===== src/rtl/lsu_align_if.sv =====
// lsu_align_if -- bundles the execute-side request/response handshake and the
// dmem-facing access signals of the load/store alignment unit.
//   slave  : the alignment unit (consumes requests and load_data, drives the rest)
//   master : the environment (execute stage plus data memory)
// Signals:
//   req_valid/req_ready   request handshake, accept on valid && ready
//   req_store/req_funct3  direction and RISC-V size/sign code
//   req_addr/req_wdata    byte address and right-aligned store data
//   rsp_valid/rsp_err     one-cycle completion pulse and error flag
//   rsp_data              extended load result
//   wmem/rmem             dmem write lanes and {signed, read lane mask}
//   mem_addr/store_data   dmem word index and full write word
//   load_data             dmem read result
interface lsu_align_if;
  logic        req_valid;
  logic        req_ready;
  logic        req_store;
  logic [2:0]  req_funct3;
  logic [31:0] req_addr;
  logic [31:0] req_wdata;
  logic        rsp_valid;
  logic        rsp_err;
  logic [31:0] rsp_data;
  logic [3:0]  wmem;
  logic [4:0]  rmem;
  logic [31:0] mem_addr;
  logic [31:0] store_data;
  logic [31:0] load_data;

  modport slave (
    input  req_valid, req_store, req_funct3, req_addr, req_wdata, load_data,
    output req_ready, rsp_valid, rsp_err, rsp_data, wmem, rmem, mem_addr, store_data
  );

  modport master (
    output req_valid, req_store, req_funct3, req_addr, req_wdata, load_data,
    input  req_ready, rsp_valid, rsp_err, rsp_data, wmem, rmem, mem_addr, store_data
  );
endinterface


===== src/rtl/lsu_align.sv =====
// lsu_align -- load/store alignment unit sitting directly in front of dmem.
// Turns byte-addressed RISC-V load/store requests into word-index dmem
// accesses. Sub-word stores are done as read-modify-write because a dmem lane
// write would zero the unselected bytes. Misaligned, out-of-range and
// illegal-funct3 requests complete with rsp_err and never touch memory.
// Ports:
//   clk, rst_n : clock and asynchronous active-low reset
//   bus        : lsu_align_if.slave (request/response and dmem signals)
// Every dmem-facing output is a register, so dmem's negedge access always
// sees values that have been stable since the preceding posedge.
module lsu_align #(
  parameter int ADDR_WIDTH = 15
) (
  input  logic        clk,
  input  logic        rst_n,
  lsu_align_if.slave  bus
);

  typedef enum logic [2:0] {IDLE, LOAD, STORE, RMW_RD, RMW_WR, ERR} state_e;

  state_e      state_q, state_d;
  logic [3:0]  wmem_q, wmem_d;
  logic [4:0]  rmem_q, rmem_d;
  logic [31:0] mem_addr_q, mem_addr_d;
  logic [31:0] store_data_q, store_data_d;
  logic        rsp_valid_q, rsp_valid_d;
  logic        rsp_err_q, rsp_err_d;
  logic [31:0] rsp_data_q, rsp_data_d;
  logic [3:0]  lane_q, lane_d;    // lanes to replace during RMW
  logic [31:0] wdata_q, wdata_d;  // store data replicated across all lanes

  // Request decode, only meaningful in IDLE.
  logic [1:0]  off;
  logic [3:0]  lane;
  logic        sign;
  logic        f3_ok;
  logic        misaligned;
  logic        out_of_range;
  logic        req_err;
  logic [31:0] merged;

  assign off          = bus.req_addr[1:0];
  assign out_of_range = |bus.req_addr[31:ADDR_WIDTH+2];
  assign req_err      = !f3_ok || misaligned || out_of_range;

  // NOTE: every signal written in an always_comb gets a default first, so no
  // path leaves it unassigned and no latch is inferred.
  always_comb begin
    lane       = 4'b0000;
    f3_ok      = 1'b0;
    misaligned = 1'b0;
    sign       = 1'b0;
    case (bus.req_funct3[1:0])
      2'b00:   lane = 4'b0001 << off;
      2'b01:   lane = off[1] ? 4'b1100 : 4'b0011;
      2'b10:   lane = 4'b1111;
      default: lane = 4'b0000;
    endcase
    if (bus.req_store)
      f3_ok = bus.req_funct3 inside {3'b000, 3'b001, 3'b010};
    else
      f3_ok = bus.req_funct3 inside {3'b000, 3'b001, 3'b010, 3'b100, 3'b101};
    misaligned = ((bus.req_funct3[1:0] == 2'b01) && off[0]) ||
                 ((bus.req_funct3[1:0] == 2'b10) && (off != 2'b00));
    sign = !bus.req_store && (bus.req_funct3 inside {3'b000, 3'b001});
  end

  // Selected lanes come from the replicated store data, the rest keep the
  // word just read from dmem.
  always_comb begin
    merged = '0;
    for (int i = 0; i < 4; i++)
      merged[8*i +: 8] = lane_q[i] ? wdata_q[8*i +: 8] : bus.load_data[8*i +: 8];
  end

  always_comb begin
    state_d      = state_q;
    wmem_d       = wmem_q;
    rmem_d       = rmem_q;
    mem_addr_d   = mem_addr_q;
    store_data_d = store_data_q;
    lane_d       = lane_q;
    wdata_d      = wdata_q;
    // Response fields are pulses: they fall back to zero unless set below.
    rsp_valid_d  = 1'b0;
    rsp_err_d    = 1'b0;
    rsp_data_d   = '0;
    case (state_q)
      IDLE: begin
        if (bus.req_valid) begin
          if (req_err) begin
            state_d = ERR;
          end else begin
            mem_addr_d = {2'b00, bus.req_addr[31:2]};
            if (!bus.req_store) begin
              rmem_d  = {sign, lane};
              state_d = LOAD;
            end else if (bus.req_funct3 == 3'b010) begin
              wmem_d       = 4'b1111;
              store_data_d = bus.req_wdata;
              state_d      = STORE;
            end else begin
              rmem_d  = 5'b01111;
              lane_d  = lane;
              wdata_d = bus.req_funct3[0] ? {2{bus.req_wdata[15:0]}}
                                          : {4{bus.req_wdata[7:0]}};
              state_d = RMW_RD;
            end
          end
        end
      end
      LOAD: begin
        rsp_data_d  = bus.load_data;
        rmem_d      = 5'b00000;
        rsp_valid_d = 1'b1;
        state_d     = IDLE;
      end
      STORE: begin
        wmem_d      = 4'b0000;
        rsp_valid_d = 1'b1;
        state_d     = IDLE;
      end
      RMW_RD: begin
        store_data_d = merged;
        wmem_d       = 4'b1111;
        rmem_d       = 5'b00000;
        state_d      = RMW_WR;
      end
      RMW_WR: begin
        wmem_d      = 4'b0000;
        rsp_valid_d = 1'b1;
        state_d     = IDLE;
      end
      ERR: begin
        rsp_valid_d = 1'b1;
        rsp_err_d   = 1'b1;
        state_d     = IDLE;
      end
      default: state_d = IDLE;
    endcase
  end

  // NOTE: sequential state uses non-blocking assignments so every register
  // samples pre-edge values regardless of statement order.
  always_ff @(posedge clk or negedge rst_n) begin
    if (!rst_n) begin
      state_q      <= IDLE;
      wmem_q       <= '0;
      rmem_q       <= '0;
      mem_addr_q   <= '0;
      store_data_q <= '0;
      rsp_valid_q  <= 1'b0;
      rsp_err_q    <= 1'b0;
      rsp_data_q   <= '0;
      lane_q       <= '0;
      wdata_q      <= '0;
    end else begin
      state_q      <= state_d;
      wmem_q       <= wmem_d;
      rmem_q       <= rmem_d;
      mem_addr_q   <= mem_addr_d;
      store_data_q <= store_data_d;
      rsp_valid_q  <= rsp_valid_d;
      rsp_err_q    <= rsp_err_d;
      rsp_data_q   <= rsp_data_d;
      lane_q       <= lane_d;
      wdata_q      <= wdata_d;
    end
  end

  assign bus.req_ready  = (state_q == IDLE);
  assign bus.wmem       = wmem_q;
  assign bus.rmem       = rmem_q;
  assign bus.mem_addr   = mem_addr_q;
  assign bus.store_data = store_data_q;
  assign bus.rsp_valid  = rsp_valid_q;
  assign bus.rsp_err    = rsp_err_q;
  assign bus.rsp_data   = rsp_data_q;

endmodule


===== src/flat_wrapper.sv =====
// flat-port wrapper written by rule: the top's interface ports become plain ports
module lsu_align_flat 
#(
  parameter int ADDR_WIDTH = 15
)
  (clk, rst_n, bus_req_valid, bus_req_store, bus_req_funct3, bus_req_addr, bus_req_wdata, bus_load_data, bus_req_ready, bus_rsp_valid, bus_rsp_err, bus_rsp_data, bus_wmem, bus_rmem, bus_mem_addr, bus_store_data);
  lsu_align_if bus_i ();
  input  logic clk;
  input  logic rst_n;
  input wire logic [$bits(bus_i.req_valid)-1:0] bus_req_valid;
  input wire logic [$bits(bus_i.req_store)-1:0] bus_req_store;
  input wire logic [$bits(bus_i.req_funct3)-1:0] bus_req_funct3;
  input wire logic [$bits(bus_i.req_addr)-1:0] bus_req_addr;
  input wire logic [$bits(bus_i.req_wdata)-1:0] bus_req_wdata;
  input wire logic [$bits(bus_i.load_data)-1:0] bus_load_data;
  output wire logic [$bits(bus_i.req_ready)-1:0] bus_req_ready;
  output wire logic [$bits(bus_i.rsp_valid)-1:0] bus_rsp_valid;
  output wire logic [$bits(bus_i.rsp_err)-1:0] bus_rsp_err;
  output wire logic [$bits(bus_i.rsp_data)-1:0] bus_rsp_data;
  output wire logic [$bits(bus_i.wmem)-1:0] bus_wmem;
  output wire logic [$bits(bus_i.rmem)-1:0] bus_rmem;
  output wire logic [$bits(bus_i.mem_addr)-1:0] bus_mem_addr;
  output wire logic [$bits(bus_i.store_data)-1:0] bus_store_data;
  assign bus_i.req_valid = bus_req_valid;
  assign bus_i.req_store = bus_req_store;
  assign bus_i.req_funct3 = bus_req_funct3;
  assign bus_i.req_addr = bus_req_addr;
  assign bus_i.req_wdata = bus_req_wdata;
  assign bus_i.load_data = bus_load_data;
  assign bus_req_ready = bus_i.req_ready;
  assign bus_rsp_valid = bus_i.rsp_valid;
  assign bus_rsp_err = bus_i.rsp_err;
  assign bus_rsp_data = bus_i.rsp_data;
  assign bus_wmem = bus_i.wmem;
  assign bus_rmem = bus_i.rmem;
  assign bus_mem_addr = bus_i.mem_addr;
  assign bus_store_data = bus_i.store_data;
  lsu_align #(.ADDR_WIDTH(ADDR_WIDTH)) u_core (.clk(clk), .rst_n(rst_n), .bus(bus_i));
endmodule

===== config.mk =====
export PLATFORM = sky130hd
export DESIGN_NAME = lsu_align_flat
export DESIGN_NICKNAME = d
export VERILOG_FILES = /design/src/rtl/lsu_align_if.sv /design/src/rtl/lsu_align.sv /design/src/flat_wrapper.sv
export SDC_FILE = /design/constraint.sdc
export NUM_CORES = 1
export LEC_CHECK = 0
export ABC_AREA = 1
export BUFFER_PORTS_ARGS = -buffer_cell sky130_fd_sc_hd__buf_2
export CAP_MARGIN = 20
export CORE_UTILIZATION = 40
export DETAILED_ROUTE_END_ITERATION = 12
export GPL_TIMING_DRIVEN = 0
export PLACE_DENSITY = 0.67
export SLEW_MARGIN = 20
export SYNTH_ARGS = -nofsm -noshare
export SYNTH_HDL_FRONTEND = slang
export SYNTH_SLANG_ARGS = --single-unit

===== constraint.sdc =====
create_clock -name clk -period 2.1 [get_ports clk]
set_clock_uncertainty 0.05 [all_clocks]
set_input_delay 0.42 -clock clk [delete_from_list [all_inputs] [get_ports clk]]
set_output_delay 0.42 -clock clk [all_outputs]
set_load 0.1 [all_outputs]

==> flow_summary.yaml <==
outcome:
  outcome: "completed"
synth:
  netlist.top_cell.by_area: "dfrtp_1"
  synth_top_cells_by_count: "nand2_1, dfrtp_1, inv_1"
  async_reset_ff_share_pct: 100
  synth.most_common_cell: "nand2_1"
  seq_area_frac_synth_pct: 53.4
  synthCells: 755
  synth_top_area_share_pct: 53.4
  most_instantiated_flip_flop_cell_in_the_synthesis_netlist: "dfrtp_1"
  post_synth_instance_area_mm2: 0.00586
  synth_edf_count: 0
  netlist_top_cells_area: "dfrtp_1, nand2_1, nand4_1, o21ai_0, inv_1"
  flip_flop_and_latch_count_after_synthesis: 125
  ys.warnings.count: 0
  synth.distinct_cells: 20
  syn-mean-instance-area_um2: 7.77
detailed_routing:
  totalWireLength_mm: 17.7
  vias_per_cell: 4.89
  dr.pass1.iters: 5
  drt_iter0_drc: 439
  drtAntennaViolNets: 0
  wl_per_cell_um: 15.0
  detail_route.drc_violations: 0
  vias: 5780
clock_network:
  clkLatencyLatePin_ns: 0.42
  cts_buffers: 17
  cts.clk_slew.worst_paths_ns: 0.06
  clock_root_buffer_master: "clkbuf_16"
  clock-sinks: 125
  cts_max_path_buffers: 2
  tritoncts: "done"
  htreeDepth: 4
timing:
  timing.fmax_mhz: 503
  setup-tns-final_ns: 0
  finalHoldViolations: 0
  minimum_period_implied_by_the_final_worst_setup_slack_ns: 1.99
  rsz_0062_raised_after_global_routing: "false"
  timing_worst_slew_pin_value_ns: 0.525
  final_max_slew_viol_count: 0
  finalSetupViolations: 0
  worst_case_headroom_to_the_max_slew_limit_pct: 65.0
  finalCritPeriodShare_pct: 94.7
  timing.final.ws_setup_ns: 0.112
final_layout:
  layout-area-overhead-vs-synth_pct: 33.3
  design.final.nets: 1093
  fraction_of_final_layout_cells_sized_beyond_drive_strength_1_pct: 28.8
  stdcell_area_mm2: 0.00782
worst_setup_path:
  crit_start: "u_core.state_q[2]"
  critical_path.max_fanout: 10
  timing.critical_path.from_type: "flip-flop"
  crit_path_end_kind: "primary output"
  timing.rr.start: "u_core.state_q[2]"
  worstPathArrival_ns: 1.52
  timing.critical_path.required_ns: 1.63
  critPathKind: "flip-flop to primary output"
die:
  core_area_mm2: 0.0141
  ioPinCount: 211
  die_area_mm2: 0.0151
  die_x_um: 123
  floorplan.initialDensity_pct: 41.6
  die-height_um: 123
  core.rowCount: 43
place:
  detailed_place.area_mm2: 0.00717
  dp_slack_ns: -0.130
  dp.final_hpwl_mm: 13.3
  placement.io_buffers: 208
  gpl.final_weighted_congestion: 0.919
pwr:
  leakage_nw: 4.69
  cellPowerDensity_mw_per_mm2: 1550
  peakVddDrop_mv: 0.697
global_route:
  grt_start_max_net_pins: 71
  first_pass_grt_wire_length_mm: 28.0
  grt_remaining_overflow: 0
  number_of_antenna_violations_at_the_first_check_in_global_routing: 1
  grt_pass1_vias: 5573
  gr-usage-all-layers_pct: 24.9
min_path:
  hold_path_class: "primary input to flip-flop"
  hold_path.startpoint: "bus_req_addr[14]"
job:
  max-cap-violations: 0
## repair_timing
item	CTS	global route
setup buffers	3	2
endpoints found under the setup margin	1	14
pin swaps	1	1
resized for setup	9	1
endpoints found under the hold margin	55	0
hold buffers	1	0
## final cells by class
class,instances,area (um^2)
clock buffer,23,498
antenna,1,2.50
fill,1388,6280
sequential,125,3130
clock inverter,7,62.6
multi-input combinational,495,2180
inverter,84,315
tap,180,225
buffer,52,264
timing repair buffer,215,1140
## worst paths after layout
| path | endpoint | slack, ns | cells past startpoint |
|---|---|---|---|
| hold reg to reg | u_core.bus.mem_addr[17] | 0.41 | 2 |
| setup reg to reg | u_core.bus.store_data[24] | 0.21 | 9 |
| max in group asynchronous | u_core.bus.mem_addr[2] | 0.85 | 3 |
| min in group asynchronous | u_core.bus.rsp_data[22] | 0.46 | 2 |
| hold / removal | u_core.bus.mem_addr[12] | 0.20 | 3 |
| setup / recovery | bus_req_ready | 0.11 | 6 |
## registers in the layout, summed over array words and instances, names as in the netlist
signal,flops
u_core.bus.mem_addr,30
u_core.bus.rsp_err,1
u_core.lane_q,4
u_core.state_q,3
u_core.bus.rsp_data,32
u_core.bus.store_data,32
u_core.bus.wmem,1
u_core.bus.rmem,5
u_core.bus.rsp_valid,1
u_core.wdata_q,16
## cells in the final DEF (no fill, tap or decap), drive strengths merged
cell type    instances
buf                244
inv                 84
dfrtp              125
clkinvlp             1
conb                 2
o21ai               63
dlygate4sd3          1
nor2                47
o31ai                1
nand3                5
diode                1
nand2              303
a211oi               1
bufinv               1
clkinv               5
clkbuf              45
nand4               69
a21oi                4
## critical path, cell delays in order (launching register included)
cell and delay [ns]:
dfrtp_1 0.40, inv_2 0.11, nand2_2 0.08, nor2_4 0.10, buf_6 0.11, buf_8 0.13
buf_12 0.18
## power by group
group          leakage (nW)  total, W  switching (W)  internal [W]
Sequential             1.67   0.00313       0.000232       0.00290
Clock                 0.280   0.00278        0.00103       0.00176
Combinational          2.74   0.00617        0.00518      0.000988
## per-stage QoR
stage	std cells	total power [W]	utilization (%)	hold WS, ns
final	1182	0.0121	55.4	0.196
after global placement	1144	0.00915	50.6	0.396
after global routing	1181	0.0126	55.4	0.196
after detailed placement	1145	0.00921	50.9	0.322
after CTS	1179	0.0121	55.3	0.182
after floorplan	756	0.00807	-	0.0744
## routing by layer
layer	GRT usage, %	part of all wire [%]
met1	32.0	43
met2	39.7	46
met4	11.8	2.7
met3	5.90	8.1
met5	0	0
## logic make-up (layout without fill, tap and decap cells)
logic type	Yosys count	after routing	share of synthesized area, %
flops	125	125	53.4
compound gates	69	69	6.23
buf+inv	136	381	9.60
simple gates	424	424	30.8
other cells	1	3	0.0640
No activity file was read; power rests on OpenSTA's default activity.
